==> config.mk <==
export PLATFORM = sky130hd
export DESIGN_NAME = trace_capture_controller_flat
export DESIGN_NICKNAME = d
export VERILOG_FILES = /design/src/rtl/continuous_monitoring_system_pkg.sv /design/src/rtl/trace_capture_controller_if.sv /design/src/rtl/trace_item_fifo.sv /design/src/rtl/trace_capture_controller.sv /design/src/flat_wrapper.sv
export SDC_FILE = /design/constraint.sdc
export NUM_CORES = 1
export LEC_CHECK = 0
export CORE_MARGIN = 10
export CORE_UTILIZATION = 51
export DETAILED_ROUTE_END_ITERATION = 8
export MAX_ROUTING_LAYER = met4
export PLACE_DENSITY_LB_ADDON = 0.3
export SLEW_MARGIN = 20
export SYNTH_ARGS = -nofsm -noshare
export SYNTH_HDL_FRONTEND = slang
export SYNTH_HIERARCHICAL = 1
export SYNTH_SLANG_ARGS = --single-unit
==> constraint.sdc <==
create_clock -name clk -period 2.98 [get_ports clk]
set_input_delay 0.596 -clock clk [delete_from_list [all_inputs] [get_ports clk]]
set_output_delay 0.596 -clock clk [all_outputs]
set_load 0.02 [all_outputs]
==> src/rtl/continuous_monitoring_system_pkg.sv <==
// rtl/continuous_monitoring_system_pkg.sv - shared types and constants for the trace capture slice
// Used by trace_capture_controller (optional macro TRACE_CAPTURE_ITEM_LIMIT_EN) and trace_item_fifo.
package continuous_monitoring_system_pkg;

    localparam int RISC_V_INSTRUCTION_WIDTH = 32;
    localparam int DEFAULT_PC_WIDTH         = 64;

    typedef enum logic [1:0] {
        CAP_IDLE    = 2'd0,
        CAP_ARMED   = 2'd1,
        CAP_TRACING = 2'd2
    } capture_state_t;

    localparam logic [1:0] CFG_ADDR_CTRL       = 2'd0;
    localparam logic [1:0] CFG_ADDR_START_PC   = 2'd1;
    localparam logic [1:0] CFG_ADDR_STOP_PC    = 2'd2;
    localparam logic [1:0] CFG_ADDR_ITEM_LIMIT = 2'd3;

    localparam int CTRL_ARM_BIT         = 0;
    localparam int CTRL_DISARM_BIT      = 1;
    localparam int CTRL_SINGLE_SHOT_BIT = 2;
    localparam int CTRL_CLR_OVF_BIT     = 3;

    typedef struct packed {
        logic [DEFAULT_PC_WIDTH-1:0]         pc;
        logic [RISC_V_INSTRUCTION_WIDTH-1:0] instr;
    } trace_item_t;

endpackage

==> src/rtl/trace_capture_controller_if.sv <==
// rtl/trace_capture_controller_if.sv - captured trace item output stream (valid/ready)
// master = producer (controller), slave = downstream packer/DMA.
interface trace_capture_controller_if
    import continuous_monitoring_system_pkg::*;
#(
    parameter int PC_WIDTH = 64
);
    logic                                out_valid;
    logic                                out_ready;
    logic [PC_WIDTH-1:0]                 out_pc;
    logic [RISC_V_INSTRUCTION_WIDTH-1:0] out_instr;

    modport master (
        output out_valid,
        output out_pc,
        output out_instr,
        input  out_ready
    );

    modport slave (
        input  out_valid,
        input  out_pc,
        input  out_instr,
        output out_ready
    );
endinterface

==> src/rtl/trace_item_fifo.sv <==
// rtl/trace_item_fifo.sv - synchronous FIFO of trace items with registered head
// Head is read straight from storage, so it never depends combinationally on the push data.
module trace_item_fifo
    import continuous_monitoring_system_pkg::*;
#(
    parameter int  DEPTH  = 4,
    parameter type item_t = trace_item_t
) (
    input  logic  clk,
    input  logic  rst_n,
    input  logic  push,
    input  item_t push_item,
    input  logic  pop,
    output item_t head,
    output logic  full,
    output logic  empty
);
    localparam int AW = (DEPTH > 1) ? $clog2(DEPTH) : 1;
    localparam int CW = $clog2(DEPTH) + 1;

    item_t          mem [DEPTH];
    logic [AW-1:0]  wr_ptr;
    logic [AW-1:0]  rd_ptr;
    logic [CW-1:0]  count;
    logic           push_ok;
    logic           pop_ok;

    assign full    = (count == CW'(DEPTH));
    assign empty   = (count == '0);
    // A push into a full FIFO is only legal when the head leaves in the same cycle.
    assign push_ok = push && (!full || pop);
    assign pop_ok  = pop && !empty;
    assign head    = mem[rd_ptr];

    always_ff @(posedge clk or negedge rst_n) begin
        if (!rst_n) begin
            wr_ptr <= '0;
            rd_ptr <= '0;
            count  <= '0;
            for (int i = 0; i < DEPTH; i++) begin
                mem[i] <= '0;
            end
        end else begin
            if (push_ok) begin
                mem[wr_ptr] <= push_item;
                wr_ptr      <= wr_ptr + 1'b1;
            end
            if (pop_ok) begin
                rd_ptr <= rd_ptr + 1'b1;
            end
            case ({push_ok, pop_ok})
                2'b10:   count <= count + 1'b1;
                2'b01:   count <= count - 1'b1;
                default: count <= count;
            endcase
        end
    end
endmodule

==> src/rtl/trace_capture_controller.sv <==
// rtl/trace_capture_controller.sv - PC-triggered trace capture FSM, config registers, overflow counter
// Optional macro TRACE_CAPTURE_ITEM_LIMIT_EN enables the ITEM_LIMIT auto-stop.
module trace_capture_controller
    import continuous_monitoring_system_pkg::*;
#(
    parameter int PC_WIDTH               = 64,
    parameter int FIFO_DEPTH             = 4,
    parameter int OVERFLOW_COUNTER_WIDTH = 32
) (
    input  logic                                clk,
    input  logic                                rst_n,
    input  logic                                cfg_wr_en,
    input  logic [1:0]                          cfg_addr,
    input  logic [63:0]                         cfg_wr_data,
    input  logic                                pc_valid,
    input  logic [PC_WIDTH-1:0]                 pc,
    input  logic [RISC_V_INSTRUCTION_WIDTH-1:0] instr,
    input  logic                                drop_instr,
    trace_capture_controller_if.master          out_if,
    output logic [1:0]                          state,
    output logic [OVERFLOW_COUNTER_WIDTH-1:0]   overflow_count
);
    typedef struct packed {
        logic [PC_WIDTH-1:0]                 pc;
        logic [RISC_V_INSTRUCTION_WIDTH-1:0] instr;
    } item_t;

    capture_state_t state_q;
    capture_state_t state_next;
    capture_state_t fsm_next;
    logic [PC_WIDTH-1:0] start_pc;
    logic [PC_WIDTH-1:0] stop_pc;
    logic                single_shot;

    logic   ctrl_wr;
    logic   arm;
    logic   disarm;
    logic   clr_ovf;
    logic   start_hit;
    logic   stop_hit;
    logic   capture;
    logic   entering;
    logic   capture_eff;
    logic   push_ok;
    logic   pop;
    logic   fifo_full;
    logic   fifo_empty;
    logic   limit_stop;
    item_t  push_item;
    item_t  head;

    assign ctrl_wr   = cfg_wr_en && (cfg_addr == CFG_ADDR_CTRL);
    assign arm       = ctrl_wr && cfg_wr_data[CTRL_ARM_BIT];
    assign disarm    = ctrl_wr && cfg_wr_data[CTRL_DISARM_BIT];
    assign clr_ovf   = ctrl_wr && cfg_wr_data[CTRL_CLR_OVF_BIT];
    assign start_hit = pc_valid && (pc == start_pc);
    assign stop_hit  = pc_valid && (pc == stop_pc);

    always_comb begin
        fsm_next = state_q;
        capture  = 1'b0;
        entering = 1'b0;
        case (state_q)
            CAP_IDLE: begin
                if (arm) fsm_next = CAP_ARMED;
            end
            CAP_ARMED: begin
                // Trigger instruction is always captured, whatever the filter says.
                if (start_hit) begin
                    capture  = 1'b1;
                    entering = 1'b1;
                    fsm_next = CAP_TRACING;
                end
            end
            CAP_TRACING: begin
                if (stop_hit) begin
                    capture  = 1'b1;
                    fsm_next = single_shot ? CAP_IDLE : CAP_ARMED;
                end else if (pc_valid && !drop_instr) begin
                    capture = 1'b1;
                end
            end
            default: fsm_next = CAP_IDLE;
        endcase
    end

    assign capture_eff = capture && !disarm;
    assign pop         = out_if.out_valid && out_if.out_ready;
    assign push_ok     = capture_eff && (!fifo_full || pop);

    always_comb begin
        state_next = fsm_next;
        if (limit_stop) state_next = CAP_IDLE;
        if (disarm)     state_next = CAP_IDLE;
    end

    always_ff @(posedge clk or negedge rst_n) begin
        if (!rst_n) begin
            state_q <= CAP_IDLE;
        end else begin
            state_q <= state_next;
        end
    end

    always_ff @(posedge clk or negedge rst_n) begin
        if (!rst_n) begin
            start_pc    <= '0;
            stop_pc     <= '0;
            single_shot <= 1'b0;
        end else if (cfg_wr_en) begin
            // Trigger addresses may only change while the window is fully closed.
            if (cfg_addr == CFG_ADDR_START_PC && state_q == CAP_IDLE) start_pc <= PC_WIDTH'(cfg_wr_data);
            if (cfg_addr == CFG_ADDR_STOP_PC  && state_q == CAP_IDLE) stop_pc  <= PC_WIDTH'(cfg_wr_data);
            if (cfg_addr == CFG_ADDR_CTRL) single_shot <= cfg_wr_data[CTRL_SINGLE_SHOT_BIT];
        end
    end

    always_ff @(posedge clk or negedge rst_n) begin
        if (!rst_n) begin
            overflow_count <= '0;
        end else if (clr_ovf) begin
            overflow_count <= '0;
        end else if (capture_eff && fifo_full && !pop && overflow_count != '1) begin
            overflow_count <= overflow_count + 1'b1;
        end
    end

`ifdef TRACE_CAPTURE_ITEM_LIMIT_EN
    logic [31:0] item_limit;
    logic [31:0] item_count;
    logic [31:0] count_base;
    logic [31:0] count_after;

    // The trigger push happens in the entry cycle, so it is the first item counted.
    assign count_base  = entering ? 32'd0 : item_count;
    assign count_after = count_base + 32'd1;
    assign limit_stop  = push_ok && (item_limit != 32'd0) && (count_after == item_limit);

    always_ff @(posedge clk or negedge rst_n) begin
        if (!rst_n) begin
            item_limit <= '0;
            item_count <= '0;
        end else begin
            if (cfg_wr_en && cfg_addr == CFG_ADDR_ITEM_LIMIT) item_limit <= cfg_wr_data[31:0];
            if (push_ok)       item_count <= count_after;
            else if (entering) item_count <= 32'd0;
        end
    end
`else
    assign limit_stop = 1'b0;
`endif

    assign push_item.pc    = pc;
    assign push_item.instr = instr;

    trace_item_fifo #(
        .DEPTH  (FIFO_DEPTH),
        .item_t (item_t)
    ) u_fifo (
        .clk       (clk),
        .rst_n     (rst_n),
        .push      (capture_eff),
        .push_item (push_item),
        .pop       (pop),
        .head      (head),
        .full      (fifo_full),
        .empty     (fifo_empty)
    );

    assign out_if.out_valid = !fifo_empty;
    assign out_if.out_pc    = head.pc;
    assign out_if.out_instr = head.instr;
    assign state            = state_q;
endmodule

==> src/flat_wrapper.sv <==
// flat-port wrapper written by rule: the top's interface ports become plain ports
module trace_capture_controller_flat import continuous_monitoring_system_pkg::*;
#(
    parameter int PC_WIDTH               = 64,
    parameter int FIFO_DEPTH             = 4,
    parameter int OVERFLOW_COUNTER_WIDTH = 32
)
  (clk, rst_n, cfg_wr_en, cfg_addr, cfg_wr_data, pc_valid, pc, instr, drop_instr, state, overflow_count, out_if_out_valid, out_if_out_pc, out_if_out_instr, out_if_out_ready);
  trace_capture_controller_if #(.PC_WIDTH(PC_WIDTH)) out_if_i ();
  input  logic clk;
  input  logic rst_n;
  input  logic cfg_wr_en;
  input  logic [1:0] cfg_addr;
  input  logic [63:0] cfg_wr_data;
  input  logic pc_valid;
  input  logic [PC_WIDTH-1:0] pc;
  input  logic [RISC_V_INSTRUCTION_WIDTH-1:0] instr;
  input  logic drop_instr;
  output logic [1:0] state;
  output logic [OVERFLOW_COUNTER_WIDTH-1:0] overflow_count;
  output wire logic [$bits(out_if_i.out_valid)-1:0] out_if_out_valid;
  output wire logic [$bits(out_if_i.out_pc)-1:0] out_if_out_pc;
  output wire logic [$bits(out_if_i.out_instr)-1:0] out_if_out_instr;
  input wire logic [$bits(out_if_i.out_ready)-1:0] out_if_out_ready;
  assign out_if_out_valid = out_if_i.out_valid;
  assign out_if_out_pc = out_if_i.out_pc;
  assign out_if_out_instr = out_if_i.out_instr;
  assign out_if_i.out_ready = out_if_out_ready;
  trace_capture_controller #(.PC_WIDTH(PC_WIDTH), .FIFO_DEPTH(FIFO_DEPTH), .OVERFLOW_COUNTER_WIDTH(OVERFLOW_COUNTER_WIDTH)) u_core (.clk(clk), .rst_n(rst_n), .cfg_wr_en(cfg_wr_en), .cfg_addr(cfg_addr), .cfg_wr_data(cfg_wr_data), .pc_valid(pc_valid), .pc(pc), .instr(instr), .drop_instr(drop_instr), .out_if(out_if_i), .state(state), .overflow_count(overflow_count));
endmodule
Yosys cells after proc, flatten, opt, wreduce, memory -nomap -nowiden
Index checks and enable logic that the tools add are counted.

cells by class
  order comparisons = 3
  reductions and logical operators = 32
  bitwise logic cells = 2
  multiplexer cells = 19
  equality and inequality tests = 13
  $add $sub $neg = 5

operators by type and width
  kind                                                              count
  384-bit bitwise mux                                               1
  96-bit two-way mux                                                3
  96-bit binary-select mux with 2-bit select                        1
  96-bit demux with 2-bit select                                    1
  64-bit == test                                                    2
  32-bit two-way mux                                                2
  32-bit by 1-bit adder with 32-bit output (second input constant)  1
  32-bit != test (second input constant)                            1
  1-bit logical AND                                                 17
  3-bit by 1-bit != test with 1-bit output (second input constant)  3
  2-bit two-way mux                                                 4
  2-bit by 1-bit == test with 1-bit output (second input constant)  3
  2-bit == test (second input constant)                             3
  3-bit >= comparator (second input constant)                       2
  2-bit inverter with 3-bit output                                  2
  2-bit one-hot mux with 3 select lines                             1
  3-bit one-hot mux with 2 select lines                             1
  2-bit AND reduction                                               3
  1-bit logical NOT                                                 5
  2-bit by 1-bit adder with 2-bit output (second input constant)    2
  2-bit logical NOT                                                 2
  1-bit two-way mux                                                 4
  2-bit nonzero test                                                2
  3-bit by 1-bit adder with 3-bit output (second input constant)    1
  7 further kinds                                                   7

storage, ports and cells
  logic and storage cells = 90
  bits of input ports = 168
  register bits after elaboration = 554

Depth between registers and ports, before layout
  word-level depth = 11
  depth in mapped cells = 14
  mapped depth without buffers = 13

Cells and area by module
The synthesis kept the hierarchy.

by module, submodules not included
  module                    area an instance (µm²)  seq. area each (µm²)  instances  cells an instance
  trace_item_fifo           16,952.5                9,784.4               1          967
  trace_capture_controller  8,254.2                 4,078.9               1          709

Least setup slack after synthesis
No wires, ideal clock.

  kind = input-to-reg
  from = in pc[37]
  to = reg u_core.u_fifo.count[2]
  slack = -0.184 ns
  required time = 2.855 ns
  arrival time = 3.038 ns
  cell stages on the path = 14
  cells stage by stage = nor2b_1 -> a2111oi_2 -> nand4_1 -> nor4_2 -> a41oi_1 -> o22ai_2 -> buf_2 -> nand2b_1 -> ha_1 -> inv_1 -> fa_1 -> xor2_1 -> nor2_1 -> xor2_1

on the way
  longest elaborated chain between the ends = 8

RTL lines
  what                                                                         line                                                            RTL
  start, declared                                                              flat_wrapper.sv:16                                              input logic [PC_WIDTH-1:0] pc;
  64-bit == test, on equally long branches                                     trace_capture_controller.sv:57, trace_capture_controller.sv:56
  1-bit logical AND, on equally long branches                                  trace_capture_controller.sv:57, trace_capture_controller.sv:56
  1-bit two-way mux, on equally long branches                                  trace_capture_controller.sv:76, trace_capture_controller.sv:69
  1-bit one-hot mux with 2 select lines *                                      trace_capture_controller.sv:63                                  case (state_q)
  1-bit logical AND *                                                          trace_capture_controller.sv:87                                  assign capture_eff = capture && !disarm;
  net u_core.capture_eff                                                       trace_capture_controller.sv:43                                  logic capture_eff;
  1-bit logical AND *                                                          trace_item_fifo.sv:31                                           assign push_ok = push && (!full || pop);
  2-bit by 1-bit == test with 1-bit output or 2-bit == test (tied branches)    trace_item_fifo.sv:51                                           case ({push_ok, pop_ok})
  3-bit one-hot mux with 2 select lines or 2-bit nonzero test (tied branches)  -
  end signal, assigned                                                         trace_item_fifo.sv:52                                           2'b10: count <= count + 1'b1;
  end signal, assigned                                                         trace_item_fifo.sv:53                                           2'b01: count <= count - 1'b1;
  end signal, assigned                                                         trace_item_fifo.sv:54                                           default: count <= count;
  end, declared                                                                trace_item_fifo.sv:24                                           logic [CW-1:0] count;

Mark *: on every way through the listed nets, which the timed path passes. The rest lies on a longest branch.
A chain may end at the register's enable or synchronous reset.

Final worst setup path
  from = reg u_core.stop_pc[30]
  to = reg u_core/u_fifo/mem[66] in the netlist's numbering

on the way
  longest elaborated chain between the ends = 6

RTL lines
  what                                   line                             RTL
  start, declared                        trace_capture_controller.sv:32   logic [PC_WIDTH-1:0] stop_pc;
  start signal, assigned                 trace_capture_controller.sv:113  if (cfg_addr == CFG_ADDR_STOP_PC && state_q == CAP_IDLE) stop_pc <= PC_WIDTH'(cfg_wr_data);
  64-bit == test                         trace_capture_controller.sv:57   assign stop_hit = pc_valid && (pc == stop_pc);
  1-bit logical AND                      trace_capture_controller.sv:57
  1-bit two-way mux                      trace_capture_controller.sv:76   if (stop_hit) begin
  1-bit one-hot mux with 2 select lines  trace_capture_controller.sv:63
  1-bit logical AND                      trace_capture_controller.sv:87
  1-bit logical AND                      trace_item_fifo.sv:31
  end signal, assigned by index          trace_item_fifo.sv:45            mem[wr_ptr] <= push_item;
  end, declared                          trace_item_fifo.sv:21            item_t mem [DEPTH];

Every way passes these cells.

==> impl_results.md <==
* Fin Clk Skew at between 0.03 and 0.04 ns
* Largest family of logic cells by synthesized area: multiplexers
* Hold wc startpoint: pc[34]
* Total number of nets in the final design at approximately 2,400
* Total area of multi-input combinational cells at ~12,000 sq um
* Syn Std Cell Area at about 25,000 sq um
* Number of enable-type register cells in the synthesized netlist at 0
* Final standard cell utilization of the core at 0.703
* Fraction of layout instances using a drive strength above 1 at 0.444
* Vertical die dimension at 242 um
* Synth Area in Compound Gates at 0.0203
* Simple-gate share of the synthesized area at 0.0422
* Share of the yosys chip area belonging to registers at 0.550
* CTS tree: built
* Mux contribution to synthesized area at 0.317
* Cell area after placement at 30,300 sq um
* Average cell area after synthesis at 15.0 sq um
* Number of placed I/O pins at 299
* Hold Path Stages at 3
* Most frequent cells in the layout: 552 x sky130_fd_sc_hd__dfrtp_1, 314 x sky130_fd_sc_hd__mux2_2, 277 x sky130_fd_sc_hd__clkdlybuf4s50_1
* Synthesized-area fraction occupied by xor and xnor cells at 0.0386
* Delay of the slowest cell on the worst path at 0.39 ns
* Main synth FF type: sky130_fd_sc_hd__dfrtp_1
* Reg2Reg Launch Point: u_core/stop_pc[30]
* Count of maximum capacitance violations at 0
* Pwr dens at 780 nW/um^2
* Most common cell after layout, fill and taps aside: sky130_fd_sc_hd__dfrtp_1
* Maximum clock rate at slightly below 0.3 GHz
* Critical path required time at 3.50 ns
* Net Count, Synth at approximately 1,900
* Number of H-tree levels at 2
* Antenna violations before repair at 4
* Yosys reg bits at between 500 and 600
* Via count of the first global-routing pass at ~18,000
* Routability congestion estimate at ~0.94
* Number of placement rows at 81
* Buffer depth of the longest clock path at 3
* Most repeated library cell on the critical path: sky130_fd_sc_hd__clkbuf_16
* Global-route wire length before repair at between 100,000 and 150,000 um
* Starting Density at 0.515
* Post-synth ARST share at 1.00
* Register area at about 14,000 sq um
* Core outline area at roughly 50,000 sq um
* Total global-route track usage at 0.258
* Detailed-route DRC error count at 0
* Number of max-slew violations in the final report at 0
* Die Outline Area at between 50,000 and 60,000 sq um
* Later-pin clock latency in the skew report at between 0.6 and 0.7 ns
* Warning count from the yosys run at 6
* Startpoint-to-endpoint class of the critical path: flop to flop
* Final min period at between 3 and 4 ns
* Static power due to leakage at approximately 16 nW
* HPWL Detailed at slightly above 50,000 um
* Worst IR drop on VDD at a little over 500 uV
* Wire length per cell after detailed routing at approximately 27 um
* Worst Hold Endpoint: u_core/u_fifo/mem[354]
* Gate count of the mapped netlist at 1,676
* Cells along the critical path: xor2_1 -> nor4_2 -> buf_4 -> nand4_1 -> nor4_4 -> a41oi_2 -> o22ai_4 -> buf_12 -> nand2_4 -> nor2_4 -> clkbuf_16 -> clkbuf_16 -> mux2_2
* Final wirelength at a little under 80,000 um
* Smallest hold slack at roughly 0.44 ns
* Antenna violation net count after detailed routing at 0
* CTS root buffer: sky130_fd_sc_hd__clkbuf_16
* Clk sink count at between 500 and 600
* Number of failing setup endpoints in the final timing report at 513
* Buffers on Ports at about 300
* Max stage delay cell, worst path: sky130_fd_sc_hd__dfrtp_1
* X dimension of the die at ~240 um
* Final period util at 1.13
* Reg-to-reg critical path endpoint: u_core/u_fifo/mem[66]
* Sum Neg Setup Slack at -139.83 ns
* Total via count in the routed design at between 15,000 and 20,000
* Number of distinct library cells after synthesis at 56
* CTS clk-pin slew, worst paths at about 0.060 ns
* Worst r2r path cells at 13
* Number of endpoints with negative hold slack in the final report at 0
* Critical-path maximum fanout at 6
* Worst-case headroom to the max-slew limit at 0.566
* Violations in the final reports: setup timing
* Sum of internal, switching and leakage power at 26.8 mW
* Post-DR vias/cell at around 6
* Nature of the critical path endpoint: flop
* 1st-iter DRT viols at 1,478
* Maximum number of pins on one net before global-route repair at between 100 and 150
* Final design instance area without fill at around 34,000 sq um
* Cts bufs inserted at 56
* Min-Delay Path Class: input pin to flop
* DRT Pass-1 Iters at 5
* Result of the run: finished with violations
* Fill count at approximately 3,200
* R2r setup slk at -0.39 ns
* Worst endpoint data arrival time at 3.89 ns
* Relative area change from synthesis to final layout at 36.4%
* Least-Margin Pin Slew at about 0.65 ns
* Final global-route overflow total at 0
* RSZ-0062 raised after global routing: yes
* Worst setup startpoint: u_core/stop_pc[30]
* Sort of element at the start of the critical path: flop
* Final worst setup slack at -0.393 ns
* Post-Synth Adder-Cell Area at 0.00625
worst max-delay path by stage:
stage	to	slack [ns]
2_1_floorplan	u_core/u_fifo/count[2]	-0.02
3_3_place_gp	u_core/u_fifo/mem[264]	-1.33
3_5_place_dp	u_core/u_fifo/mem[258]	-1.28
4_1_cts	u_core/u_fifo/mem[224]	-0.33
5_1_grt	u_core/u_fifo/mem[88]	-0.52
6_report	u_core/u_fifo/mem[66]	-0.39
registers in the layout, summed over array words and instances (netlist names):
register and cells:
u_core/u_fifo/wr_ptr 2, u_core/u_fifo/mem 384, u_core/overflow_count 32, u_core/single_shot 1, u_core/u_fifo/count 3, u_core/start_pc 64, u_core/state 2, u_core/u_fifo/rd_ptr 2
u_core/stop_pc 64
where the power goes:
part	switching, mW	total, mW	internal, mW
combinational	3.90	8.70	4.80
clock	3.05	7.28	4.22
sequential	1.34	10.8	9.49
cells in the mapped netlist, types with 2 or more instances:
cell type                   count  area (sq um)
sky130_fd_sc_hd__o21ai_0       12          60.1
sky130_fd_sc_hd__nand3_1       19          95.1
sky130_fd_sc_hd__inv_1         41           154
sky130_fd_sc_hd__nor3_1         6          30.0
sky130_fd_sc_hd__mux2_2       514          5790
sky130_fd_sc_hd__buf_1          3          11.3
sky130_fd_sc_hd__or3_1          9          56.3
sky130_fd_sc_hd__buf_6         16           180
sky130_fd_sc_hd__o211ai_1       4          30.0
sky130_fd_sc_hd__nor2b_1       10          62.6
sky130_fd_sc_hd__a222oi_1       2          20.0
sky130_fd_sc_hd__and3_1         7          43.8
sky130_fd_sc_hd__nand2b_1      12          75.1
sky130_fd_sc_hd__xnor2_1       60           526
sky130_fd_sc_hd__nor2_1        19          71.3
sky130_fd_sc_hd__nor4_1        14          87.6
sky130_fd_sc_hd__nand4_1       31           194
sky130_fd_sc_hd__and4_1         2          17.5
sky130_fd_sc_hd__or4_1          9          67.6
sky130_fd_sc_hd__o2111ai_1      2          17.5
sky130_fd_sc_hd__o22ai_1        6          37.5
sky130_fd_sc_hd__nor2_2         4          25.0
sky130_fd_sc_hd__o221ai_1       3          26.3
sky130_fd_sc_hd__a221oi_1       3          26.3
sky130_fd_sc_hd__nand4b_1       2          17.5
sky130_fd_sc_hd__buf_4          4          30.0
sky130_fd_sc_hd__nand2_1       31           116
sky130_fd_sc_hd__a21oi_1       19          95.1
sky130_fd_sc_hd__and2_1         3          18.8
sky130_fd_sc_hd__a22o_1         3          26.3
sky130_fd_sc_hd__o31ai_1       11          82.6
sky130_fd_sc_hd__buf_2         36           180
sky130_fd_sc_hd__dfrtp_1      554         13900
sky130_fd_sc_hd__ha_1          11           138
sky130_fd_sc_hd__mux2i_1        3          30.0
sky130_fd_sc_hd__mux4_2        96          2160
sky130_fd_sc_hd__xor2_1        51           447
sky130_fd_sc_hd__clkbuf_1      26          97.6
per-layer routing:
metal,vias up,track usage,share of wire
met5,-,-,0
met2,568,0.400,0.48
li1,7177,-,-
met4,0,0.0775,0.028
met1,8973,0.350,0.43
met3,129,0.0376,0.057
timing repair:
action | in CTS | in global routing
hold buffers | 1 | 0
endpoints found under the hold margin | 32 | 0
gates cloned | 14 | 18
pin swaps | 19 | 26
buffers inserted | 15 | 9
setup endpoints to repair | 517 | 516
gates resized for setup | 178 | 154
critical path: cells and delay by family, from the launching register on:
family	cells	cell delay (ns)
buffers and inverters	4	0.72
and+or+nand+nor	5	1.07
xor gates and xnor gates	1	0.19
muxes	1	0.34
AOI/OAI and AO/OA	2	0.52
DFF	1	0.39
kinds of logic (layout without fill, tap and decap cells):
family                   count (synthesis)  after routing
multiplexers                           613            613
adder cells (fa/ha/maj)                 12             12
XOR/XNOR                               111            111
flip-flops                             554            554
buffers and inverters                  127            668
AND/OR/NAND/NOR                        185            185
AO/OA/AOI/OAI                           74             74
other                                    0              3
per-stage QoR:
stage                     setup slack, ns  std cells
final                              -0.393       2884
after detailed placement            -1.28       2730
after floorplan                   -0.0199       1676
after global routing               -0.521       2884
after CTS                          -0.329       2862
after global placement              -1.33       2730
final cells by class:
type                       instances  area share
antenna                            3    0.000218
clock buffer                      82      0.0485
timing repair buffer             524       0.172
clock inverter                    20     0.00669
inverter                          42     0.00458
multi-input combinational        995       0.341
tap                              664      0.0242
sequential                       554       0.403
Note: power is estimated with default switching activity, not from simulation.
==> edit (same settings) <==
`PC_WIDTH` is set to 64 in 3 places; all go to 68.
--- a/src/rtl/trace_capture_controller_if.sv
+++ b/src/rtl/trace_capture_controller_if.sv
@@ -3,7 +3,7 @@
 interface trace_capture_controller_if
     import continuous_monitoring_system_pkg::*;
 #(
-    parameter int PC_WIDTH = 64
+    parameter int PC_WIDTH = 68
 );
     logic                                out_valid;
     logic                                out_ready;
--- a/src/rtl/trace_capture_controller.sv
+++ b/src/rtl/trace_capture_controller.sv
@@ -3,7 +3,7 @@
 module trace_capture_controller
     import continuous_monitoring_system_pkg::*;
 #(
-    parameter int PC_WIDTH               = 64,
+    parameter int PC_WIDTH               = 68,
     parameter int FIFO_DEPTH             = 4,
     parameter int OVERFLOW_COUNTER_WIDTH = 32
 ) (
--- a/src/flat_wrapper.sv
+++ b/src/flat_wrapper.sv
@@ -1,7 +1,7 @@
 // flat-port wrapper written by rule: the top's interface ports become plain ports
 module trace_capture_controller_flat import continuous_monitoring_system_pkg::*;
 #(
-    parameter int PC_WIDTH               = 64,
+    parameter int PC_WIDTH               = 68,
     parameter int FIFO_DEPTH             = 4,
     parameter int OVERFLOW_COUNTER_WIDTH = 32
 )
Ports: changed (resized out_if_out_pc and pc); port bits go from 299 to 307. The function was not compared with the original's and may differ.
==> edit against the original RTL <==
  * Sequential cell count rose by 16
  * Clock skew shrank 24 ps
  * Setup slack better by 55 ps
  * Sequential power grew 4%
  * Routed wire length rose by 4.6%
  * Synthesized area rose by 12%
  * Design area grew 7.8%
  * Total power increased by 6.4%
  * Combinational power grew 9.7%
  * Largest cell class unchanged
  * Critical endpoint is now u_core/u_fifo/mem[91]$_DFFE_PN0P_
  * Hold slack got worse by 120 ps
  * The flow still finishes with violations (setup timing)
  * Non-clock buffer count up 65
  * Highest routed layer unchanged
==> edit: results <==
status:
  status: "finished, violations left"
  violations: "setup timing"
clock_tree:
  clk_pin_slew_ps: 60
  cts_max_path_buffers: 3
  insertion_delay_ps: 630
  cts_root_buffer: "clkbuf_16"
  htree_levels: 2
  cts_buffers: 59
final_layout:
  fill_cells: 3787
  nNetsFinal: 2504
  top_regs: "u_core/u_fifo/mem (400), u_core/start_pc (64), u_core/stop_pc (64)"
  regMostFlops: "u_core/u_fifo/mem"
  fin_cells: 3128
  layout-drive-gt1-share_pct: 45.7
route:
  drtPass1Iterations: 5
  wl_per_cell_um: 26.1
  num_vias: 17600
  drt_iter0_drc: 1224
sta:
  finClkSkew_ps: 15.4
  setup_ws_ps: -339
  relSlewSlack_pct: 55.7
  setup_violations: 509
  fin_tns_setup_ps: -111510
yosys:
  ys.flop_type: "dfrtp_1"
  synthesis.instances: 1762
  yosys-top-cells-area: "dfrtp_1 (51%), mux2_4 (21%), mux4_2 (8.0%)"
  async_reset_ff_share_pct: 100
  synth.distinct_cells: 59
  synthTopCellsByCount: "dfrtp_1 (570), mux2_4 (400), mux2_2 (129)"
  yosysWarnings: 6
  ys_seq_area_share_pct: 50.5
  synth_edf_count: 0
  synth_fp_nets: 1946
power_and_ir_drop:
  peakVddDrop_mv: 0.592
  power.leakage_nw: 16.9
  swShare_pct: 30.6
setup_path:
  path_max_fanout: 7
  crit_family: "simple AND/OR/NAND/NOR gates"
  cp_slowest_stage_delay_ps: 500
  crit_slowest_cell: "or4_4"
  cp.arrival_ps: 3810
  r2r_slack_ps: -320
grt:
  grt_pass1_vias: 19000
  grt_pass1_wl_um: 120000
  grt_use_total_pct: 25.1
  grt_max_degree: 78
  antenna_found_initial: 10
placed_design:
  hpwl_um: 55800
  placed_cells: 2956
  gp_congestion: 0.941
  portBuffers: 306
min_path:
  hold_class: "input pin to flip-flop"
-- edit: layout make-up --
| cell class | count | share of cell area (%) |
|---|---|---|
| diodes | 10 | 0.0675 |
| clock buffers | 83 | 4.58 |
| clock inverters | 28 | 0.983 |
| inverters | 35 | 0.358 |
| multi-input cells | 1065 | 35.5 |
| flip-flops and latches | 570 | 38.5 |
| well taps | 748 | 2.53 |
| repair buffers | 589 | 17.5 |
-- edit: kinds of logic (layout without fill, tap and decap cells) --
family	after synthesis	count (layout)	synth area share [%]
buffers and inverters	127	735	4.08
multiplexers	638	638	34.7
AO/OA/AOI/OAI	69	69	1.89
flip-flops	570	570	50.5
XOR/XNOR	93	93	2.88
other	0	10	0
AND/OR/NAND/NOR	253	253	5.36
adder cells (fa/ha/maj)	12	12	0.558
-- edit: repair_timing --
item                       4_1_cts  5_1_grt
pin swaps                       21       23
hold endpoints to repair        54        0
resized for setup              170       61
setup buffers                   20       11
setup endpoints to repair      539      531
hold buffers                     1        0
cloned                           7       14
-- edit: final timing paths --
path,start,end,cells past startpoint
hold / removal,pc[57],u_core/u_fifo/mem[289]$_DFFE_PN0P_,2
hold reg to reg,u_core/u_fifo/mem[325]$_DFFE_PN0P_,u_core/u_fifo/mem[325]$_DFFE_PN0P_,1
max in group asynchronous,rst_n,u_core/u_fifo/mem[226]$_DFFE_PN0P_,3
setup reg to reg,u_core/start_pc[43]$_DFFE_PN0P_,u_core/u_fifo/mem[91]$_DFFE_PN0P_,11
setup / recovery,pc[18],u_core/u_fifo/mem[91]$_DFFE_PN0P_,13
min in group asynchronous,rst_n,u_core/u_fifo/mem[99]$_DFFE_PN0P_,2
-- edit: per-stage QoR --
step	setup WS, ps	cell area [µm²]	util (%)	hold WS [ps]
floorplan	-206	28300	-	300
global placement	-1250	33700	61.3	487
detailed placement	-1430	33700	61.3	488
CTS	-258	36400	66.2	487
global route	-352	37100	67.4	316
finish	-339	37100	67.4	324
-- edit: power groups by stage --
stage               logic (mW)  clock network, mW  registers (mW)
floorplan                 5.89                  0            10.7
global placement          8.89                  0            11.1
CTS                       9.43               7.93            11.1
detailed placement        9.07                  0            11.2
finish                    9.54               7.78            11.2
global route              10.1               8.25            11.4
-- edit: routing by layer --
layer / wire, µm / vias up / global-route usage [%] / share of wire [%]
li1: - / 7616 / - / -
met5: 0 / - / - / 0
met1: 34300 / 9273 / 32.4 / 42
met3: 5010 / 127 / 4.70 / 6.1
met2: 39700 / 541 / 39.6 / 49
met4: 2630 / 0 / 8.36 / 3.2
